===== config.mk =====
export PLATFORM = sky130hd
export DESIGN_NAME = adder_rr_scheduler
export DESIGN_NICKNAME = d
export VERILOG_FILES = /design/src/rtl/adder_rr_scheduler.sv
export SDC_FILE = /design/constraint.sdc
export NUM_CORES = 1
export LEC_CHECK = 0
export ABC_CLOCK_PERIOD_IN_PS = 4610
export CAP_MARGIN = 20
export CORE_ASPECT_RATIO = 0.75
export CORE_MARGIN = 2
export CORE_UTILIZATION = 40
export DETAILED_ROUTE_END_ITERATION = 8
export PLACE_DENSITY = 0.87
export SKIP_CTS_REPAIR_TIMING = 1
export SLEW_MARGIN = 20
export SYNTH_ARGS = -nofsm -noshare
export SYNTH_HDL_FRONTEND = slang
export SYNTH_SLANG_ARGS = --single-unit

===== constraint.sdc =====
create_clock -name clk -period 4.61 [get_ports clk]
set_input_delay 0.922 -clock clk [delete_from_list [all_inputs] [get_ports clk]]
set_output_delay 0.922 -clock clk [all_outputs]
set_load 0.01 [all_outputs]

===== src/rtl/adder_rr_scheduler.sv =====
// Round-robin scheduler that time-shares one external WIDTH-bit adder among NUM_REQ requesters,
// registering the winner's operands and returning the captured sum with the winner's ID.
module adder_rr_scheduler #(
  parameter int unsigned NUM_REQ = 4,
  parameter int unsigned WIDTH   = 18,
  parameter int unsigned ID_W    = 2
) (
  input  logic                       clk,
  input  logic                       rst,
  input  logic [NUM_REQ-1:0]         req_valid,
  output logic [NUM_REQ-1:0]         req_ready,
  input  logic [NUM_REQ*WIDTH-1:0]   req_a,
  input  logic [NUM_REQ*WIDTH-1:0]   req_b,
  input  logic [NUM_REQ-1:0]         req_cin,
  output logic [WIDTH-1:0]           add_a,
  output logic [WIDTH-1:0]           add_b,
  output logic                       add_cin,
  input  logic [WIDTH:0]             add_sum,
  output logic                       rsp_valid,
  input  logic                       rsp_ready,
  output logic [ID_W-1:0]            rsp_id,
  output logic [WIDTH:0]             rsp_sum
);

  typedef enum logic [1:0] {IDLE, CALC, RESP} state_e;

  state_e            state_q, state_d;
  logic [ID_W-1:0]   ptr_q, ptr_d;
  logic [ID_W-1:0]   gid_q, gid_d;
  logic [WIDTH-1:0]  add_a_q, add_a_d;
  logic [WIDTH-1:0]  add_b_q, add_b_d;
  logic              add_cin_q, add_cin_d;
  logic              rsp_valid_q, rsp_valid_d;
  logic [ID_W-1:0]   rsp_id_q, rsp_id_d;
  logic [WIDTH:0]    rsp_sum_q, rsp_sum_d;

  logic              found;
  logic [ID_W-1:0]   winner;
  logic [ID_W-1:0]   winner_nxt;
  int unsigned       idx;
  logic [WIDTH-1:0]  win_a, win_b;
  logic              win_cin;

  // Rotating priority search starting at ptr_q
  always_comb begin
    found  = 1'b0;
    winner = '0;
    idx    = 0;
    for (int unsigned k = 0; k < NUM_REQ; k++) begin
      idx = 32'(ptr_q) + k;
      if (idx >= NUM_REQ) idx = idx - NUM_REQ;
      if (!found && req_valid[ID_W'(idx)]) begin
        found  = 1'b1;
        winner = ID_W'(idx);
      end
    end
  end

  // Winner operand select and pointer advance with wrap
  always_comb begin
    win_a   = '0;
    win_b   = '0;
    win_cin = 1'b0;
    for (int unsigned i = 0; i < NUM_REQ; i++) begin
      if (winner == ID_W'(i)) begin
        win_a   = req_a[i*WIDTH +: WIDTH];
        win_b   = req_b[i*WIDTH +: WIDTH];
        win_cin = req_cin[i];
      end
    end
    winner_nxt = (winner == ID_W'(NUM_REQ - 1)) ? '0 : winner + ID_W'(1);
  end

  always_comb begin
    state_d     = state_q;
    ptr_d       = ptr_q;
    gid_d       = gid_q;
    add_a_d     = add_a_q;
    add_b_d     = add_b_q;
    add_cin_d   = add_cin_q;
    rsp_valid_d = rsp_valid_q;
    rsp_id_d    = rsp_id_q;
    rsp_sum_d   = rsp_sum_q;
    req_ready   = '0;
    unique case (state_q)
      IDLE: begin
        if (found && !rst) begin
          req_ready = NUM_REQ'(1) << winner;
          add_a_d   = win_a;
          add_b_d   = win_b;
          add_cin_d = win_cin;
          gid_d     = winner;
          ptr_d     = winner_nxt;
          state_d   = CALC;
        end
      end
      CALC: begin
        rsp_sum_d   = add_sum;
        rsp_id_d    = gid_q;
        rsp_valid_d = 1'b1;
        state_d     = RESP;
      end
      RESP: begin
        if (rsp_ready) begin
          rsp_valid_d = 1'b0;
          state_d     = IDLE;
        end
      end
      default: state_d = IDLE;
    endcase
  end

  always_ff @(posedge clk) begin
    if (rst) begin
      state_q     <= IDLE;
      ptr_q       <= '0;
      gid_q       <= '0;
      add_a_q     <= '0;
      add_b_q     <= '0;
      add_cin_q   <= 1'b0;
      rsp_valid_q <= 1'b0;
      rsp_id_q    <= '0;
      rsp_sum_q   <= '0;
    end else begin
      state_q     <= state_d;
      ptr_q       <= ptr_d;
      gid_q       <= gid_d;
      add_a_q     <= add_a_d;
      add_b_q     <= add_b_d;
      add_cin_q   <= add_cin_d;
      rsp_valid_q <= rsp_valid_d;
      rsp_id_q    <= rsp_id_d;
      rsp_sum_q   <= rsp_sum_d;
    end
  end

  assign add_a     = add_a_q;
  assign add_b     = add_b_q;
  assign add_cin   = add_cin_q;
  assign rsp_valid = rsp_valid_q;
  assign rsp_id    = rsp_id_q;
  assign rsp_sum   = rsp_sum_q;

endmodule

==> metrics.cfg <==
[run_status]
status=completed

[critical_path]
cp_cell_sequence=clkdlybuf4s50_1, or3b_2, o221a_2, inv_1, ha_2, and3_1, clkdlybuf4s50_1
rrSetupSlack_ns=1.82
timing.critical_path.buf_inv=3
endpoint_kind=output port
critPathSlowestCell=clkdlybuf4s50_1
critPathTopFamily=buffers and inverters
r2r_end=add_a[13]$_SDFFE_PP0P_
worstSetupPathType=in2out
reg2reg_from=ptr_q[1]$_SDFFE_PP0P_
start_kind=input port
worstPathMaxFanout=6
worst_r2r_path_depth=8
crit_path_frequent_cell=clkdlybuf4s50_1
critPathArrivalTime_ns=3.17
required_ns=3.69
cpPeakStageDelay_ns=0.59

[die]
ioPinCount=237
design.core.area_um2=9121
die_x_um=116.2
die-area_um2=10240
die_y_um=88.15
rows=30
initial_core_util_pct=41.40

[logic_synthesis]
synth_seq_cells=65
yosysTopAreaCell=dfxtp_1
netlist_instances=485
synthTopCellsByArea=dfxtp_1, a21oi_1, a221o_1
ys_types=35
synth_ff_type=dfxtp_1
synth.avg_cell_area_um2=7.786
synth-edff-count=0
synth_common_cells=a21oi_1, nand2_1, dfxtp_1, inv_1, a221o_1
synth_seq_area_share_pct=34.46
synth_area_um2=3776
netlist.area_leader.share_pct=34.46
synth_nets=663
synth_warnings=0
synth_most_common_cell=a21oi_1
async_flop_share_pct=0

[detailed_routing]
drtIter0Drc=289
dr.pass1.iters=4
drt-wirelength-per-cell_um=17.10
viasPerCell=5.583
drcViolationCount=0
drt-total-wl_mm=14.06
drtAntennaViolNets=0
via_count=4589

[sta]
setup_tns_ns=0
final_max_slew_viol_count=0
worstMarginPinSlew_ns=0.8729
rsz0062_at_grt=no
skew_ns=0.006160
final_hold_viol_count=0
max_freq_mhz=244.2
finalCriticalPeriod_ns=4.096
relSlewSlack_pct=41.81
setup_violations=0
period_share_pct=88.84

[global_route]
grt_pass1_wl_mm=21.05
grt_use_total_pct=25.91
antenna_found_initial=0
grt_pass1_vias=4390
grt_overflow_total=0
grt_max_degree=75

[power]
peakVddDrop_v=0.0001974
switching_share_pct=31.18
p_seq_share_pct=29.4
clock_power_share_pct=31.3
p_per_area_nw_per_um2=367.0
p_leak_nw=2.413
p_int_mw=1.641
p_switching_mw=0.7434
p_comb_share_pct=39.3

[final_layout]
fillers=724
final_cells=822
syn_to_final_growth_pct=72.10
n_antenna_cell=0
ff_latch_area_um2=1301
nets=867
drive_gt1_share_pct=6.628
multi_input_area_um2=2121

[placement]
hpwl_mm=9.648
io_buffers=236
place_inst=805
place_congestion=0.8414

[hold_path]
hp-start=rsp_sum[1]$_SDFFE_PP0P_
hold_path_class=reg2reg
hold_end=rsp_sum[1]$_SDFFE_PP0P_
hold_depth=2

[clock_network]
cts_buffers=9
cts_tree=done
clk_pin_slew_ns=0.06
clock_sinks=65
cts_root_buf=clkbuf_16
htreeDepth=3
clock_latency_ns=0.32
clockBufferDepth=2

[flow_run]
maxCapViolations=0

worst max-delay path by stage:
stage	startpoint	to	slack [ns]	cells after the start
after CTS	req_valid[2]	req_ready[2]	0.54	7
final	req_valid[2]	req_ready[2]	0.51	7
after detailed placement	req_valid[2]	req_ready[2]	0.55	7
after global placement	req_valid[2]	req_ready[2]	0.62	7
after floorplan	req_valid[1]	req_ready[2]	1.25	7
after global routing	req_valid[2]	req_ready[0]	0.44	7
per-layer routing:
metal	vias up	global-route usage, %	routed length, um
li1	2183	-	-
met1	2140	30.53	5629
met2	224	45.61	6735
met3	42	5.952	1175
met4	0	11.04	520
met5	-	0	0
per-stage QoR:
step	util [%]	power (mW)	area (um2)	worst slack (ns)	hold WS (ns)
after floorplan	-	1.219	3776	1.246	0.4320
after global placement	67.34	1.612	6142	0.6236	0.4416
after detailed placement	67.34	1.638	6142	0.5496	0.4471
after CTS	70.95	2.393	6471	0.5389	0.4542
after global routing	71.25	2.499	6499	0.4407	0.4696
final	71.25	2.385	6499	0.5145	0.4532
kinds of logic after synthesis:
family	Yosys count	share of synthesized area, %
multiplexers	1	0.2651
AO/OA/AOI/OAI	183	34.79
flip-flops	65	34.46
adder cells (fa/ha/maj)	4	1.325
buffers and inverters	91	9.907
AND/OR/NAND/NOR	141	19.25
sequential cells by signal, indices dropped and copies added (netlist names):
register / flops
state_q: 2
add_b: 18
rsp_sum: 19
gid_q: 2
ptr_q: 2
add_cin: 1
add_a: 18
rsp_id: 2
rsp_valid: 1
power by group through the flow:
stage                     sequential [mW]  clock, mW  combinational, mW
after global routing                0.710      0.779               1.01
after global placement              0.707          0              0.905
final                               0.701      0.746              0.938
after detailed placement            0.710          0              0.928
after floorplan                     0.742          0              0.476
after CTS                           0.700      0.759              0.933
worst min-delay path: cells and delay by family (launching register included):
family	cells	cell delay, ns
flops	1	0.30
simple gates	1	0.05
compound gates	1	0.05
placed cells by master, fill, tap and decap left out, drive strengths merged, types with 2 or more instances in the layout:
cell	count
nand3b	37
a311oi	37
or3b	2
inv	41
buf	9
bufinv	2
clkdlybuf4s50	235
a221o	38
nor2	4
nand2	83
dfxtp	65
and3	4
o21ai	2
ha	4
clkinv	2
nor2b	4
a21oi	98
clkbuf	10
area by class of cell:
cell class,instances,area share (%)
Multi-Input combinational cell,329,32.63
Sequential cell,65,20.02
Clock buffer,10,3.677
Inverter,40,2.310
Clock inverter,6,1.386
Tap cell,128,2.464
Timing Repair Buffer,244,37.50
Power figures use the tool's default switching activity.
